--- src/rtl/prio_arbiter.sv ---
// prio_arbiter: registered priority arbiter for N requesters.
// A winner is chosen from req while idle and its grant is held until the
// owner pulses done or drops its own request. MODE=0 gives fixed priority
// (index N-1 highest); MODE=1 rotates a search pointer below the last owner.
//
// Handshake: req[k] is a level request. A grant is presented on gnt/gnt_idx
// with gnt_valid=1 one cycle after req is sampled in IDLE. The owner ends the
// grant with a one-cycle done pulse or by dropping req[k]; both in the same
// cycle count as a single release. Every release is followed by at least one
// cycle with gnt_valid=0 before the next grant appears.
module prio_arbiter #(
  parameter int N    = 8,
  parameter int W    = $clog2(N),
  parameter int MODE = 0
) (
  input  logic         clk,
  input  logic         rst,
  input  logic [N-1:0] req,
  input  logic         done,
  output logic [N-1:0] gnt,
  output logic [W-1:0] gnt_idx,
  output logic         gnt_valid
);

  typedef enum logic {
    IDLE  = 1'b0,
    GRANT = 1'b1
  } state_t;

  localparam logic [W-1:0] LAST_IDX = W'(N - 1);

  state_t       state;
  logic [W-1:0] ptr;

  logic         win_found;
  logic [W-1:0] win_idx;
  logic [N-1:0] win_onehot;
  logic         release_now;
  logic [W-1:0] ptr_next;

  // Winner selection from the current request vector and search pointer.
  always_comb begin
    logic [W-1:0] cand;
    int           k;
    win_found = 1'b0;
    win_idx   = '0;
    cand      = '0;
    k         = 0;
    if (MODE == 0) begin
      // Ascending scan: the last set bit seen is the highest index.
      for (int i = 0; i < N; i++) begin
        cand = W'(i);
        if (req[cand]) begin
          win_found = 1'b1;
          win_idx   = cand;
        end
      end
    end else begin
      // Descend from ptr, wrapping from 0 to N-1, first set bit wins.
      for (int i = 0; i < N; i++) begin
        k = int'(ptr) - i;
        if (k < 0) k = k + N;
        cand = W'(k);
        if (!win_found && req[cand]) begin
          win_found = 1'b1;
          win_idx   = cand;
        end
      end
    end
  end

  // One-hot form of the selected winner.
  always_comb begin
    win_onehot          = '0;
    win_onehot[win_idx] = 1'b1;
  end

  // Release detection and the pointer value that follows a release.
  always_comb begin
    release_now = done || !req[gnt_idx];
    if (gnt_idx == '0) ptr_next = LAST_IDX;
    else               ptr_next = gnt_idx - 1'b1;
  end

  // Arbiter FSM with registered grant outputs and rotating pointer.
  always_ff @(posedge clk or posedge rst) begin
    if (rst) begin
      state     <= IDLE;
      gnt       <= '0;
      gnt_idx   <= '0;
      gnt_valid <= 1'b0;
      ptr       <= LAST_IDX;
    end else begin
      case (state)
        IDLE: begin
          if (win_found) begin
            state     <= GRANT;
            gnt       <= win_onehot;
            gnt_idx   <= win_idx;
            gnt_valid <= 1'b1;
          end else begin
            gnt       <= '0;
            gnt_idx   <= '0;
            gnt_valid <= 1'b0;
          end
        end
        GRANT: begin
          if (release_now) begin
            state     <= IDLE;
            gnt       <= '0;
            gnt_idx   <= '0;
            gnt_valid <= 1'b0;
            if (MODE == 1) ptr <= ptr_next;
          end
        end
        default: begin
          state     <= IDLE;
          gnt       <= '0;
          gnt_idx   <= '0;
          gnt_valid <= 1'b0;
        end
      endcase
      if (MODE == 0) ptr <= LAST_IDX;
    end
  end

endmodule

--- config.mk ---
export PLATFORM = sky130hd
export DESIGN_NAME = prio_arbiter
export DESIGN_NICKNAME = d
export VERILOG_FILES = /design/src/rtl/prio_arbiter.sv
export SDC_FILE = /design/constraint.sdc
export NUM_CORES = 1
export LEC_CHECK = 0
export ABC_AREA = 1
export BUFFER_PORTS_ARGS = -buffer_cell sky130_fd_sc_hd__buf_2
export CORE_MARGIN = 10
export CORE_UTILIZATION = 51
export CTS_BUF_LIST = sky130_fd_sc_hd__clkbuf_4
export CTS_CLUSTER_DIAMETER = 30
export DETAILED_ROUTE_END_ITERATION = 8
export PLACE_DENSITY = 0.84
export SLEW_MARGIN = 20
export SYNTH_ARGS = -nofsm -noshare
export SYNTH_HDL_FRONTEND = slang
export SYNTH_SLANG_ARGS = --single-unit
export TNS_END_PERCENT = 1
--- constraint.sdc ---
create_clock -name clk -period 1.6 [get_ports clk]
set_clock_uncertainty 0.15 [all_clocks]
set_input_delay 0.08 -clock clk [delete_from_list [all_inputs] [get_ports clk]]
set_output_delay 0.08 -clock clk [all_outputs]
set_load 0.005 [all_outputs]
==> results.tsv, run 1 <==
metric	value	unit
die height	57.6	µm
vias in the first global route	702	
Cell Area, Synth	722	µm²
final setup margin	0.0907	ns
die width	57.6	µm
Nets	137	
Critical path buffers and inverters	2	
Final setup viols	0	
drt drc	0	
CTS Buf Count	3	
first-pass GRT wire length	3330	µm
synthesized flop and latch total	13	
Fin Setup TNS	0	ns
fin. max-slew vios	0	
Synth Warn #	0	
Placed Area	823	µm²
ANT nets after route	0	
Port Buf Inserts	22	
Cells after Synth	99	
leading cell types in the layout, fill and taps excluded	nand2_1, buf_2, nand4_1, dfrtp_1, inv_1	
Crit path max-delay family	buffers and inverters	
max-cap viol count	0	
status	finished clean	
CP Data Required Time	1.61	ns
CTS sink cnt	13	
Synth Net Count	110	
Initial Util	54.8	%
total power divided by cell area	1430	nW/µm²
placer congestion estimate	0.864	
slowest stage cell, crit path	dlygate4sd3_1	
max frequency	663	MHz
Distinct cells, synth	12	
Worst setup EP type	register	
CTS clk-pin slew, worst paths	0.08	ns
most numerous cell on the critical path	nand2_1	
CTS Buffer Depth	2	
Worst path max stage delay	0.53	ns
syn avg cell area	7.29	µm²
CTS H-tree lvls	1	
static leakage	0.537	nW
VDD IR max	0.000871	V
RSZ-0062 raised after global routing	false	
share of cells above drive strength 1	25.6	%
largest net degree at the start of global routing	14	
CTS root buf	clkbuf_4	
CP cell instances	dlygate4sd3_1 > buf_2 > nor2_1 > nand2_1 > o31ai_2 > nand2_1	
I/O pin total	23	
final period utilization	94.3	%
commonest non-fill, non-tap cell in the layout	nand2_1	
worst min-delay path class	in -> reg	
Final Hold Viols	0	
Initial DRT Pass Iterations	5	
Antenna diodes	0	
initial antenna violation count	0	
Crit Path Max Fanout	5	
dpl ws	0.113	ns
Final Critical Period	1.51	ns
sequential area share after synthesis	45.1	%
Yosys top cell area share	45.1	%
die area	3320	µm²
Core Area	1320	µm²
Vias/cell	5.49	
std cell rows	13	
vias post-DR	769	
placed instance count	133	
Finished Cell Area	891	µm²
Routed WL	2030	µm
dpl hpwl	1430	µm
relative slew slack	67.0	%
GRT Overall Usage	12.1	%
top cells by area, synth	dfrtp_1, nand2_1, nand4_1	
CP Data Arrival Time	1.52	ns
Finished Layout Cells	140	
CTS tree	built	
total gr overflow	0	
area grow syn2layout	23.4	%
clk_lat worst skew	0.28	ns
CP Launch Type	input port	
Worst-Margin Slew	0.494	ns
WL/cell	14.5	µm
classification of the worst setup path	in -> reg	
initial DRC count	43	
area leader, netlist	dfrtp_1	
final core area utilization	67.6	%
## flip-flops by register name, indices dropped and copies added (netlist names)
name / count
gnt_idx: 3
gnt_valid: 1
gnt: 8
state: 1
## where the power goes
| part | switching, mW | leakage [nW] | total [mW] | internal (mW) |
|---|---|---|---|---|
| Combinational | 0.367 | 0.350 | 0.551 | 0.184 |
| Sequential | 0.0849 | 0.169 | 0.499 | 0.414 |
| Clock | 0.109 | 0.0184 | 0.223 | 0.114 |
## cells by family (layout without fill, tap and decap cells)
| kind of cell | Yosys count | count (layout) | share of synthesized area (%) |
|---|---|---|---|
| buffers and inverters | 15 | 41 | 10.1 |
| AOI/OAI and AO/OA | 1 | 1 | 1.04 |
| DFF | 13 | 13 | 45.1 |
| and+or+nand+nor | 70 | 70 | 43.8 |
## cell type report
| cell class | instances | area, µm² |
|---|---|---|
| tap | 15 | 18.8 |
| clock buffer | 4 | 30.0 |
| multi-input combinational | 71 | 332 |
| sequential | 13 | 325 |
| inverter | 12 | 45.0 |
| timing repair buffer | 25 | 140 |
| fill | 108 | 427 |
## worst reg2reg max path, cell delays in order, from the launching register on
cell	delay [ns]
dfrtp_1	0.47
inv_2	0.09
nand2_1	0.08
nand3_1	0.09
nand2_1	0.09
nand2_2	0.16
nand3_1	0.13
nand2_1	0.07
## per-stage QoR
stage               power (mW)  hold slack (ns)
CTS                       1.25           0.0571
detailed placement        1.01          -0.0247
floorplan                0.904           -0.193
global placement          1.00          -0.0375
global route              1.37           0.0520
finish                    1.27           0.0264
## cells in the mapped netlist
cell type,instances
nand3_1,9
dfrtp_1,13
o31ai_1,1
nor2_1,7
buf_2,1
buf_6,2
nand2_2,1
inv_1,10
nand3b_2,1
nand2_1,39
inv_2,2
nand4_1,13
## metal layers
layer | routed length (µm) | GRT usage (%) | vias up
met3 | 181 | 3.49 | 10
met4 | 79 | 4.36 | 0
li1 | - | - | 375
met5 | 0 | 0 | -
met1 | 826 | 14.7 | 335
met2 | 947 | 19.6 | 49
## path summary, 6_finish.rpt
path | from | endpoint | slack, ns | depth (start not counted)
setup / recovery | req[7] | state | 0.09 | 6
min in group asynchronous | rst | gnt_idx[2] | 0.20 | 3
setup reg to reg | gnt_idx[0] | state | 0.15 | 7
hold / removal | done | gnt[7] | 0.03 | 4
max in group asynchronous | rst | gnt[3] | 0.76 | 3
hold reg to reg | gnt_valid | gnt_valid | 0.37 | 2
## repair_timing
action	CTS	global route
hold buffers	3	0
gates resized for setup	0	2
setup endpoints to repair	0	13
buffers inserted	0	0
endpoints found under the hold margin	15	0
No activity file was read; power rests on OpenSTA's default activity.
==> run 2: changes to the inputs <==
- CAP_MARGIN: not set -> 20
- CORE_UTILIZATION: 51 -> 40
- HOLD_SLACK_MARGIN: not set -> 0.03
- PLACE_DENSITY: 0.84 -> 0.69
==> run 2 against run 1 <==
Net effect:
- setup slack gained 0.028 ns
- largest power group unchanged
- fmax is 1.9% higher
- combinational power fell by 4.0%
- worst hold slack improved by 0.022 ns
- clock-buffer cell count unchanged
- cell count up 7.9%
- highest routed layer is now met3
- die area rose by 18%
==> results.tsv, run 2 (same netlist as run 1, synthesis figures left out) <==
metric	value	unit	change
relative slew slack	66.7	%	-0.34 points
RSZ-0062 raised after global routing	false		
CTS tree	built		
drt drc	0		unchanged
total gr overflow	0		unchanged
commonest non-fill, non-tap cell in the layout	nand2_1		
CTS root buf	clkbuf_4		
share of cells above drive strength 1	24.6	%	-1.0 points
max frequency	675	MHz	+1.9%
initial DRC count	20		-53%
Port Buf Inserts	22		unchanged
CTS Buf Count	3		unchanged
initial antenna violation count	0		unchanged
CP Launch Type	input port		
ANT nets after route	0		unchanged
FF-to-FF setup slack	0.17	ns	+0.02 ns
leading cell types in the layout, fill and taps excluded	nand2_1, buf_2, nand4_1, dfrtp_1, inv_1		
Critical path buffers and inverters	2		unchanged
Crit path max-delay family	buffers and inverters		
VDD IR max	0.000562	V	-36%
first-pass GRT wire length	3080	µm	-7.7%
R2R depth	7		unchanged
die area	3900	µm²	+18%
Crit Path Max Fanout	5		unchanged
slowest stage cell, crit path	dlygate4sd3_1		
vias post-DR	739		-3.9%
GR Util met3	4.84	%	+1.4 points
Post-CTS Setup Inserts	0		unchanged
largest register by flop count	gnt		
Core Area	1730	µm²	+31%
most numerous cell on the critical path	nand2_1		
WL/cell	12.3	µm	-15%
status	finished clean		
CTS sink cnt	13		unchanged
final setup margin	0.119	ns	+0.0280 ns
worst min-delay path class	in -> reg		
I/O pin total	23		unchanged
total power divided by cell area	1380	nW/µm²	-3.6%
vias in the first global route	685		-2.4%
worst hold path depth	5		+1
min-delay src	req[5]		
CTS H-tree lvls	1		unchanged
Routed WL	1860	µm	-8.6%
GRT Overall Usage	9.43	%	-2.7 points
Finished Layout Cells	151		+7.9%
Final Hold Viols	0		unchanged
Initial DRT Pass Iterations	4		-1
classification of the worst setup path	in -> reg		
GR Util met2	14.6	%	-5.0 points
Worst setup EP type	register		
Largest regs	gnt: 8 flops, gnt_idx: 3 flops		
max-cap viol count	0		unchanged
clk_lat worst skew	0.27	ns	about the same
area grow syn2layout	25.8	%	
Worst-Margin Slew	0.499	ns	+0.00515 ns
static leakage	0.540	nW	+0.58%
FF-to-FF End	state		
placer congestion estimate	0.832		-3.8%
dpl ws	0.0666	ns	-0.0468 ns
dpl hpwl	1430	µm	+0.25%
Fin Setup TNS	0	ns	unchanged
Final setup viols	0		unchanged
FILL cells	194		+80%
CP Data Arrival Time	1.49	ns	-0.03 ns
largest net degree at the start of global routing	14		unchanged
Worst path max stage delay	0.53	ns	about the same
CTS Buffer Depth	2		unchanged
fin. max-slew vios	0		unchanged
final period utilization	92.6	%	-1.8 points
Initial Util	41.8	%	-13 points
std cell rows	15		+2
WHS Endpoint	gnt[5]		
placed instance count	143		+7.5%
die height	62.5	µm	+8.4%
CP Data Required Time	1.61	ns	about the same
Antenna diodes	0		unchanged
Top Usage Layer GRT	met2		
CTS clk-pin slew, worst paths	0.07	ns	about the same
max FFs per register	8		unchanged
CP cell instances	dlygate4sd3_1 > buf_2 > nor2_1 > nand2_1 > o31ai_1 > nand2_1		
reg2reg start	gnt_idx[0]		
M1 GR Usage	10.9	%	-3.8 points
Nets	138		+0.73%
Vias/cell	4.89		-11%
die width	62.5	µm	+8.4%
Final Critical Period	1.48	ns	-0.0280 ns
-- run 2: cell types whose count changed in the layout (fill, tap and decap cells not counted), sizes merged --
cell	previous run	this run
dlygate4sd3	3	4
-- run 2: timing repair --
item	CTS	global route
endpoints found under the setup margin	0	13
gates resized for setup	0	1
hold buffers	3	1
endpoints found under the hold margin	16	6
-- run 2: how the worst max path moves through the flow --
stage	startpoint	end	slack [ns]	cells past startpoint
3_5_place_dp	state	gnt_idx[1]	0.07	4
4_1_cts	state	gnt_idx[1]	0.06	4
3_3_place_gp	state	gnt[3]	0.11	4
2_1_floorplan	gnt_idx[0]	state	0.34	8
5_1_grt	gnt_idx[0]	state	0.02	7
6_report	req[7]	state	0.12	6
-- run 2: power breakdown --
part           total (mW)  switching (mW)  internal (mW)  leakage, nW
registers           0.505          0.0912          0.414        0.169
clock network       0.216           0.103          0.114       0.0184
logic               0.529           0.347          0.182        0.353
-- run 2: final cells by class --
class                      count  area [µm²]  share of cell area [%]
inverter                      12        45.0                    4.96
clock buffer                   4        30.0                    3.31
tap                           25        31.3                    3.44
sequential                    13         325                    35.8
timing repair buffer          26         150                    16.5
multi-input combinational     71         327                    36.0
-- run 2: layer usage --
layer  vias up  share of wire, %
met1       343                46
li1        379                 -
met3         0               5.5
met4         0                 0
met5         -                 0
met2        17                48
-- run 2: worst reg2reg max path: cells and delay by family, from the launching register on --
| kind | cells | cell delay (ns) |
|---|---|---|
| buffers and inverters | 1 | 0.09 |
| DFF | 1 | 0.49 |
| and+or+nand+nor | 6 | 0.58 |
-- run 2: per-stage QoR --
step	instance area (µm²)	utilization [%]	hold slack, ns	total power, mW
3_5_place_dp	836	48.4	-0.0312	1.03
3_3_place_gp	836	48.4	-0.0336	1.02
4_1_cts	896	51.9	0.0434	1.26
6_report	908	52.6	0.0485	1.25
2_1_floorplan	722	-	-0.193	0.904
5_1_grt	908	52.6	0.0752	1.37
==> run 3: changes to the inputs <==
- ABC_AREA: 1 -> not set
- PLACE_DENSITY: 0.69 -> 0.71
==> run 3 against run 2 <==
Net effect:
- the run now ends with negative setup slack left
- largest power group unchanged
- cell count shrank 25%
- critical path type is now reg -> reg
- sequential power shrank 5.1%
- non-clock buffer count grew 9
- die area shrank 7.4%
- cell area grew 2.3%
- first-iteration DRC count shrank 20%
- synthesized cell count shrank 39%
- routed wire length grew 0.97%
- sequential cell count is the same
- combinational power grew 16%
- via count shrank 14%
- global-route usage grew 1.3 points
==> results.tsv, run 3 <==
metric	value	unit	change
CP cell instances	mux4_2 > a22o_4 > a32o_2		
synthesized flop and latch total	13		unchanged
CTS Buf Count	3		unchanged
Synth Net Count	71		-35%
RSZ-0062 raised after global routing	true		
Initial DRT Pass Iterations	4		unchanged
placer congestion estimate	0.830		-0.19%
std cell rows	14		-1
CTS Buffer Depth	2		unchanged
WL/cell	16.5	µm	+34%
Crit Path Max Fanout	6		+1
FF-to-FF End	gnt[3]		
area leader, netlist	dfrtp_1		
GRT Overall Usage	10.8	%	+1.3 points
worst hold path depth	3		-2
CP Data Required Time	1.61	ns	about the same
CTS root buf	clkbuf_4		
Cells after Synth	60		-39%
relative slew slack	61.7	%	-4.9 points
CP Data Arrival Time	1.73	ns	+0.24 ns
Final setup viols	11		+11
largest net degree at the start of global routing	14		unchanged
VDD IR max	0.000967	V	+72%
Largest regs	gnt: 8 flops, gnt_idx: 3 flops		
Finished Layout Cells	114		-25%
dpl hpwl	1350	µm	-5.7%
die height	60.1	µm	-3.8%
min-delay src	req[0]		
sequential area share after synthesis	50.5	%	+5.4 points
EDFF count, synth	0		unchanged
classification of the worst setup path	reg -> reg		
commonest non-fill, non-tap cell in the layout	buf_2		
Synth top cells by count	dfrtp_1, nand2_1, nor2_1		
CTS tree	built		
reg2reg start	gnt_idx[0]		
Worst setup EP type	register		
die area	3620	µm²	-7.4%
CP Launch Type	register		
share of cells above drive strength 1	46.9	%	+22 points
worst min-delay path class	in -> reg		
Antenna diodes	0		unchanged
register area	325	µm²	unchanged
Final Hold Viols	0		unchanged
syn avg cell area	10.7	µm²	+47%
top cells by area, synth	dfrtp_1, a22o_1, mux4_1		
static leakage	0.484	nW	-10%
Synth Warn #	0		unchanged
count leader, synth	dfrtp_1		
Port Buf Inserts	22		unchanged
max frequency	581	MHz	-14%
die width	60.1	µm	-3.8%
CTS clk-pin slew, worst paths	0.08	ns	about the same
CTS H-tree lvls	1		unchanged
FF-to-FF setup slack	-0.12	ns	-0.29 ns
initial antenna violation count	0		unchanged
Yosys top cell area share	50.5	%	+5.4 points
area grow syn2layout	44.3	%	
leading cell types in the layout, fill and taps excluded	buf_2, dfrtp_1, buf_4		
total power draw	1.31	mW	+4.8%
largest register by flop count	gnt		
R2R depth	3		-4
slowest stage cell, crit path	mux4_2		
final period utilization	108	%	+15 points
Worst path max stage delay	0.57	ns	+0.04 ns
vias in the first global route	673		-1.8%
total power divided by cell area	1410	nW/µm²	+2.4%
asr flop ratio synth	100	%	unchanged
fin. max-slew vios	0		unchanged
Routed WL	1880	µm	+0.97%
Worst-Margin Slew	0.569	ns	+0.0692 ns
drt drc	0		unchanged
total gr overflow	0		unchanged
clk_lat worst skew	0.27	ns	about the same
initial DRC count	16		-20%
status	finished with violations		
violated checks	negative setup slack		
I/O pin total	23		unchanged
FILL cells	127		-35%
placed instance count	104		-27%
WHS Endpoint	gnt[0]		
Nets	110		-20%
vias post-DR	639		-14%
Cell Area, Synth	644	µm²	-11%
final setup margin	-0.121	ns	-0.240 ns
Post-synth top flop	dfrtp_1		
multi-input logic area	322	µm²	-1.5%
Final Critical Period	1.72	ns	+0.240 ns
Initial Util	42.8	%	+0.96 points
Vias/cell	5.61		+15%
final core area utilization	61.7	%	+9.1 points
Core Area	1510	µm²	-13%
max-cap viol count	0		unchanged
first-pass GRT wire length	3030	µm	-1.6%
ANT nets after route	0		unchanged
Distinct cells, synth	27		+15
CTS sink cnt	13		unchanged
dpl ws	-0.207	ns	-0.274 ns
max FFs per register	8		unchanged
[run 3: cell count changes after synthesis, moves of 2 or more]
| cell | change |
|---|---|
| a22o_1 | +4 |
| nand2_1 | -32 |
| nor2_1 | -2 |
| nand3_1 | -9 |
| inv_1 | -7 |
| o21ai_1 | +2 |
| nand4_1 | -13 |
| nor3_1 | +4 |
| a32o_2 | +2 |
| o21ai_0 | +2 |
[run 3: cell families after synthesis]
family / count (synthesis) / share of synthesized area (%)
compound gates: 17 / 20.0
buf+inv: 6 / 4.66
simple gates: 21 / 15.7
flops: 13 / 50.5
mux: 3 / 9.13
[run 3: layout make-up]
| class | count | area share (%) |
|---|---|---|
| sequential | 13 | 35.0 |
| multi-input combinational | 42 | 34.6 |
| timing repair buffer | 35 | 23.4 |
| clock buffer | 4 | 3.23 |
| tap | 16 | 2.15 |
| inverter | 4 | 1.62 |
[run 3: per-stage QoR]
stage,cell area (µm²),setup TNS [ns],hold slack [ns]
3_5_place_dp,820,-1.92,-0.0232
5_1_grt,930,-1.51,0.0337
4_1_cts,920,-0.840,0.0411
2_1_floorplan,644,-1.76,-0.193
3_3_place_gp,820,-1.72,-0.0238
6_report,930,-0.882,0.0382
[run 3: power by group]
part | total [mW] | internal [mW] | switching (mW) | leakage (nW)
clock network | 0.219 | 0.113 | 0.105 | 0.0184
logic | 0.614 | 0.316 | 0.297 | 0.297
registers | 0.479 | 0.415 | 0.0639 | 0.169
total | 1.31 | 0.844 | 0.466 | 0.484
[run 3: repair_timing]
item / 4_1_cts / 5_1_grt
pin swaps: 9 / 2
hold endpoints to repair: 16 / 0
endpoints found under the setup margin: 11 / 12
hold buffers: 4 / 0
cloned: 1 / 0
buffers inserted: 1 / 0
resized for setup: 4 / 3
[run 3: critical path, delay by kind of cell, from the launching register on]
kind / cells / cell delay [ns]
mux: 1 / 0.57
compound gates: 2 / 0.52
flops: 1 / 0.37
[run 3: worst max path at each step]
stage	endpoint	startpoint	depth (start not counted)	slack, ns
2_1_floorplan	gnt_idx[0]	gnt_idx[0]	4	-0.21
3_5_place_dp	gnt_idx[0]	gnt_idx[0]	3	-0.21
4_1_cts	gnt[3]	gnt_idx[0]	3	-0.12
5_1_grt	gnt[3]	gnt_idx[0]	3	-0.16
3_3_place_gp	gnt_idx[0]	gnt_idx[0]	3	-0.19
6_report	gnt[3]	gnt_idx[0]	3	-0.12
[run 3: per-layer routing]
| metal | wire, µm | GRT usage, % | up-vias |
|---|---|---|---|
| met5 | 0 | 0 | - |
| met4 | 10 | 2.88 | 0 |
| met3 | 177 | 4.24 | 2 |
| met2 | 826 | 16.9 | 24 |
| met1 | 863 | 13.2 | 307 |
| li1 | - | - | 306 |
